[config.mk]
export PLATFORM = sky130hd
export DESIGN_NAME = adat_frame_decoder
export DESIGN_NICKNAME = d
export VERILOG_FILES = /design/src/rtl/adat_frame_decoder_pkg.sv /design/src/rtl/adat_sync_detect.sv /design/src/rtl/adat_frame_decoder.sv
export SDC_FILE = /design/constraint.sdc
export NUM_CORES = 1
export LEC_CHECK = 0
export BUFFER_PORTS_ARGS = -buffer_cell sky130_fd_sc_hd__buf_2
export CAP_MARGIN = 10
export CORE_MARGIN = 1.5
export CORE_UTILIZATION = 55
export CTS_CLUSTER_DIAMETER = 100
export CTS_CLUSTER_SIZE = 25
export DETAILED_ROUTE_END_ITERATION = 10
export MAX_ROUTING_LAYER = met4
export PLACE_DENSITY_LB_ADDON = 0.15
export SYNTH_ARGS = -nofsm -noshare
export SYNTH_HDL_FRONTEND = slang
export SYNTH_HIERARCHICAL = 1
export SYNTH_SLANG_ARGS = --single-unit
[constraint.sdc]
create_clock -name refclk -period 2.1 [get_ports refclk]
set_input_delay 0.42 -clock refclk [delete_from_list [all_inputs] [get_ports refclk]]
set_output_delay 0.42 -clock refclk [all_outputs]
set_load 0.01 [all_outputs]
[src/rtl/adat_frame_decoder_pkg.sv]
// adat_frame_decoder_pkg: shared ADAT frame constants and decoder state encoding
package adat_frame_decoder_pkg;
  localparam int ADAT_SYNC_ZEROS = 10;
  localparam int ADAT_NUM_CH = 8;
  localparam int ADAT_NIB_PER_CH = 6;
  localparam int ADAT_SAMPLE_W = 24;
  typedef enum logic [1:0] {HUNT = 2'd0, USER = 2'd1, CHAN = 2'd2, SYNC = 2'd3} state_t;
endpackage

[src/rtl/adat_sync_detect.sv]
// adat_sync_detect: saturating zero-run counter and sync length flags
module adat_sync_detect
  import adat_frame_decoder_pkg::*;
(
  input  logic refclk,
  input  logic reset_n,
  input  logic bit_in,
  input  logic bit_valid,
  output logic sync_ok,
  output logic sync_short,
  output logic sync_long
);
  localparam logic [3:0] SYNC_N = 4'(ADAT_SYNC_ZEROS);
  logic [3:0] zero_run_q, zero_run_d;
  // count zeros since the last one, saturating at 15
  always_comb zero_run_d = !bit_valid ? zero_run_q : bit_in ? 4'd0 : zero_run_q == 4'hf ? zero_run_q : zero_run_q + 4'd1;
  // zero-run register
  always_ff @(posedge refclk or negedge reset_n)
    if (!reset_n) zero_run_q <= 4'd0;
    else zero_run_q <= zero_run_d;
  assign sync_ok = zero_run_q == SYNC_N;
  assign sync_short = zero_run_q < SYNC_N;
  assign sync_long = zero_run_q >= SYNC_N;
endmodule

[src/rtl/adat_frame_decoder.sv]
// adat_frame_decoder: ADAT frame sync, marker checking and channel de-serialisation
module adat_frame_decoder
  import adat_frame_decoder_pkg::*;
#(
  parameter int LOCK_FRAMES = 2
) (
  input  logic                     refclk,
  input  logic                     reset_n,
  input  logic                     bit_in,
  input  logic                     bit_valid,
  output logic [ADAT_SAMPLE_W-1:0] ch_data,
  output logic [2:0]               ch_idx,
  output logic                     ch_valid,
  output logic [3:0]               user_bits,
  output logic                     frame_start,
  output logic                     locked,
  output logic                     frame_err
);
  localparam logic [3:0] LOCK_N = 4'(LOCK_FRAMES);
  localparam logic [2:0] LAST_NIB = 3'(ADAT_NIB_PER_CH - 1);
  localparam logic [2:0] LAST_CH = 3'(ADAT_NUM_CH - 1);
  state_t state_q, state_d;
  logic [2:0] ch_q, ch_d, nib_q, nib_d, ch_idx_q, ch_idx_d;
  logic [1:0] bcnt_q, bcnt_d;
  logic mark_q, mark_d, err;
  logic [ADAT_SAMPLE_W-1:0] sh_q, sh_d, ch_data_q, ch_data_d;
  logic [3:0] good_q, good_d, good_inc, user_q, user_d;
  logic ch_valid_q, ch_valid_d, frame_start_q, frame_start_d;
  logic locked_q, locked_d, frame_err_q, frame_err_d;
  logic sync_ok, sync_short, sync_long;
  adat_sync_detect u_sync (
    .refclk     (refclk),
    .reset_n    (reset_n),
    .bit_in     (bit_in),
    .bit_valid  (bit_valid),
    .sync_ok    (sync_ok),
    .sync_short (sync_short),
    .sync_long  (sync_long)
  );
  assign good_inc = good_q == 4'hf ? good_q : good_q + 4'd1;
  // frame state machine: every decision is taken on a bit strobe
  always_comb begin
    state_d = state_q;
    ch_d = ch_q;
    nib_d = nib_q;
    bcnt_d = bcnt_q;
    mark_d = mark_q;
    sh_d = sh_q;
    good_d = good_q;
    user_d = user_q;
    ch_data_d = ch_data_q;
    ch_idx_d = ch_idx_q;
    locked_d = locked_q;
    ch_valid_d = 1'b0;
    frame_start_d = 1'b0;
    frame_err_d = 1'b0;
    err = 1'b0;
    if (bit_valid)
      case (state_q)
        HUNT: if (bit_in && !sync_short) begin
          frame_start_d = 1'b1;
          state_d = USER;
          bcnt_d = 2'd0;
          mark_d = 1'b0;
        end
        USER: if (!mark_q) begin
          sh_d = {sh_q[ADAT_SAMPLE_W-2:0], bit_in};
          bcnt_d = bcnt_q + 2'd1;
          mark_d = bcnt_q == 2'd3;
        end else if (!bit_in) err = 1'b1;
        else begin
          user_d = sh_q[3:0];
          state_d = CHAN;
          ch_d = 3'd0;
          nib_d = 3'd0;
          mark_d = 1'b0;
        end
        CHAN: if (!mark_q) begin
          sh_d = {sh_q[ADAT_SAMPLE_W-2:0], bit_in};
          bcnt_d = bcnt_q + 2'd1;
          mark_d = bcnt_q == 2'd3;
        end else if (!bit_in) err = 1'b1;
        else begin
          mark_d = 1'b0;
          nib_d = nib_q == LAST_NIB ? 3'd0 : nib_q + 3'd1;
          if (nib_q == LAST_NIB) begin
            ch_data_d = sh_q;
            ch_idx_d = ch_q;
            ch_valid_d = 1'b1;
            ch_d = ch_q == LAST_CH ? ch_q : ch_q + 3'd1;
            if (ch_q == LAST_CH) begin
              state_d = SYNC;
              good_d = good_inc;
              locked_d = locked_q | (good_inc >= LOCK_N);
            end
          end
        end
        SYNC: if (bit_in) begin
          err = !sync_ok;
          frame_start_d = sync_ok;
          state_d = sync_ok ? USER : SYNC;
          bcnt_d = 2'd0;
          mark_d = 1'b0;
        end else err = sync_long;
      endcase
    if (err) begin
      frame_err_d = 1'b1;
      state_d = HUNT;
      good_d = 4'd0;
      locked_d = 1'b0;
      mark_d = 1'b0;
      bcnt_d = 2'd0;
    end
  end
  // state and registered outputs
  always_ff @(posedge refclk or negedge reset_n)
    if (!reset_n) begin
      state_q <= HUNT;
      ch_q <= 3'd0;
      nib_q <= 3'd0;
      bcnt_q <= 2'd0;
      mark_q <= 1'b0;
      sh_q <= '0;
      good_q <= 4'd0;
      user_q <= 4'd0;
      ch_data_q <= '0;
      ch_idx_q <= 3'd0;
      locked_q <= 1'b0;
      ch_valid_q <= 1'b0;
      frame_start_q <= 1'b0;
      frame_err_q <= 1'b0;
    end else begin
      state_q <= state_d;
      ch_q <= ch_d;
      nib_q <= nib_d;
      bcnt_q <= bcnt_d;
      mark_q <= mark_d;
      sh_q <= sh_d;
      good_q <= good_d;
      user_q <= user_d;
      ch_data_q <= ch_data_d;
      ch_idx_q <= ch_idx_d;
      locked_q <= locked_d;
      ch_valid_q <= ch_valid_d;
      frame_start_q <= frame_start_d;
      frame_err_q <= frame_err_d;
    end
  assign ch_data = ch_data_q;
  assign ch_idx = ch_idx_q;
  assign ch_valid = ch_valid_q;
  assign user_bits = user_q;
  assign frame_start = frame_start_q;
  assign locked = locked_q;
  assign frame_err = frame_err_q;
endmodule

==> run metrics <==
critical path class=flop to flop; H-tree levels=3; max_cap viols=0; ant diodes=0; Post-CTS Setup Bufs=0; Worst-Margin Slew=0.463 ns; main flop type after synthesis=dfrtp_1; GRT Overall Usage=0.188; Avg Inst Size Synth=13.5 um2; Worst EP arrival=2.18 ns; FP Rows=29; Netlist cell types=49; CTS Hold Buffers Added=1; Clock Latency Late Sink=0.35 ns; Setup TNS Final=0 ns; CTS Buf Count=9; post_cts resized=0; Synth Warn #=6; Cell Area, Synth=0.00353 mm2; nets=324; drt total wl=5730 um; share of cells above drive strength 1=0.393; FMAX=513 MHz; post-route insts no fill=390; drt pass-1 iters=4; critical path's top delay family=flip-flops; Post-Synthesis Net Count=278; Die W=83.1 um; Post-synth EDFFs=0; status=complete, no violations; Pleak=2.07 nW; CP endpoint kind=flop; antenna viol nets, final=0; largest net degree at the start of global routing=59; Final GP Congestion=0.795; CTS sink count=78; Crit-path slowest cell=dfrtp_1; Max rail drop VDD=732 uV; port bufs=38; shortest period the worst path allows=1.95 ns; Cells after Synth=262; Setup violations, final=0; final hold violations=0; Std-Cell Core Area=0.00628 mm2; critical path buffer and inverter count=2; min-delay worst type=input port to flop; drt wl/cell=14.7 um; Starting Density=0.562; Via density=5.49; worst path required time=2.33 ns; first-pass GRT wire length=9830 um; final count of pins violating max slew=0; slowest stage delay, CP=0.42 ns; sequential share of the synthesized area=0.553; vias in the first global route=2003; Post-DP HPWL=3660 um; Reg clk slew, reported paths=0.08 ns; IO Pins=39; flops & latches, synth=78; root buffer cell=clkbuf_8; Worst Clk Skew=0.0111 ns; async set or reset register ratio after synthesis=1.00; placed cells=373; Die Y=83.1 um; Tcrit/Tclk final=0.928; power density cells=1070 mW/mm2; Max FO, Critical Path=29; GRT overflow=0; initial antenna violation count=0; maximum clock insertion buffer count=2; RSZ-0062 raised after global routing=false; area of the die=0.00691 mm2; CTS tree=yes; CP startpoint kind=flop; Vias=2142; drt drc=0; P&R area growth vs syn=14.2%; critical path, cell by cell=inv_1 -> ha_1 -> nand4b_4 -> nor2b_4 -> buf_12 -> mux2_2; DRT iter0 DRCs=93; Max transition margin=0.689
[cell usage after synthesis, types with 2 or more instances]
| cell | n | area (um2) |
|---|---|---|
| o22ai_1 | 3 | 18.8 |
| and3_1 | 2 | 12.5 |
| a31oi_1 | 3 | 18.8 |
| mux2i_1 | 3 | 30.0 |
| a21oi_1 | 9 | 45.0 |
| nand2_1 | 12 | 45.0 |
| nor2b_1 | 3 | 18.8 |
| and2b_1 | 2 | 15.0 |
| ha_1 | 12 | 150 |
| buf_6 | 5 | 56.3 |
| o21ai_0 | 5 | 25.0 |
| nor2_1 | 6 | 22.5 |
| nor3_1 | 2 | 10.0 |
| o21ai_1 | 2 | 10.0 |
| a21boi_0 | 3 | 22.5 |
| dfrtp_1 | 78 | 1950 |
| nand3b_1 | 3 | 22.5 |
| mux2_2 | 47 | 529 |
| o21a_1 | 3 | 22.5 |
| mux2_4 | 9 | 135 |
| a22o_1 | 3 | 26.3 |
| nand3_1 | 9 | 45.0 |
| inv_1 | 11 | 41.3 |
| o41ai_1 | 2 | 17.5 |
[worst register-to-register path, delay by kind of cell, from the launching register on]
family        cells  cell delay [ns]
mux               1             0.39
flops             1             0.42
buf+inv           2             0.35
fa+ha+maj         1             0.33
simple gates      2             0.36
[metrics by stage]
step	hold slack (ns)	instance area [um2]	util	power (mW)	setup slack, ns
6_report	0.430	4030	0.643	4.31	0.151
5_1_grt	0.430	4030	0.643	4.56	0.0150
4_1_cts	0.406	4030	0.643	4.35	0.167
3_5_place_dp	0.331	3800	0.606	3.08	0.177
3_3_place_gp	0.333	3800	0.606	3.05	0.181
2_1_floorplan	0.124	3530	-	2.82	0.328
[placed cells by master (no fill, tap or decap), drive strengths merged, types with 3 or more instances in the layout]
cell type,count
mux2i,3
nand2,13
mux2,56
dfrtp,78
buf,43
clkbuf,10
o21ai,8
a21oi,10
nor2,6
nor2b,4
o21a,3
and3,3
ha,12
a22o,3
inv,12
o22ai,3
nand3,9
a21boi,3
a31oi,3
nand3b,3
[area by class of cell]
type / count / area, um2
Fill cell: 506 / 2240
Clock buffer: 10 / 128
Timing Repair Buffer: 44 / 278
Sequential cell: 78 / 1950
Multi-Input combinational cell: 163 / 1440
Inverter: 12 / 50.0
Clock inverter: 6 / 95.1
Tap cell: 77 / 96.3
[logic make-up after synthesis]
family / count (synthesis) / share of synthesized area
flops: 78 / 0.553
mux: 59 / 0.197
compound gates: 47 / 0.0936
simple gates: 45 / 0.0737
buf+inv: 21 / 0.0407
fa+ha+maj: 12 / 0.0425
[path summary, 6_finish.rpt]
check,start,to,slack [ns],cells past startpoint
min in group asynchronous,reset_n,good_q[1]$_DFFE_PN0P_,0.49,2
min reg2reg,ch_data[10]$_DFFE_PN0P_,ch_data[10]$_DFFE_PN0P_,0.51,1
max reg2reg,state_q[0]$_DFFE_PN0P_,ch_data[6]$_DFFE_PN0P_,0.15,6
max in group asynchronous,reset_n,sh_q[5]$_DFFE_PN0P_,1.02,3
max,state_q[0]$_DFFE_PN0P_,ch_data[6]$_DFFE_PN0P_,0.15,6
min,bit_in,frame_start$_DFF_PN0_,0.43,3
[flip-flops by register name, indices dropped and copies added, names as in the netlist]
signal,count
u_sync/zero_run_q,4
sh_q,24
mark_q,1
state_q,2
user_bits,4
bcnt_q,2
frame_err,1
good_q,4
locked,1
nib_q,3
frame_start,1
ch_q,3
ch_data,24
ch_idx,3
ch_valid,1
[where the power goes]
group	switching, mW	total (mW)	internal (mW)
Combinational	0.509	1.06	0.555
Clock	0.576	1.26	0.680
Sequential	0.220	1.99	1.77
Total	1.31	4.31	3.00
[per-layer routing]
metal,track usage,share of wire,up-vias
met5,-,0,-
li1,-,-,1049
met2,0.248,0.41,39
met1,0.272,0.52,1045
met3,0.0567,0.045,9
met4,0.0727,0.017,0
No activity file was read; power rests on OpenSTA's default activity.
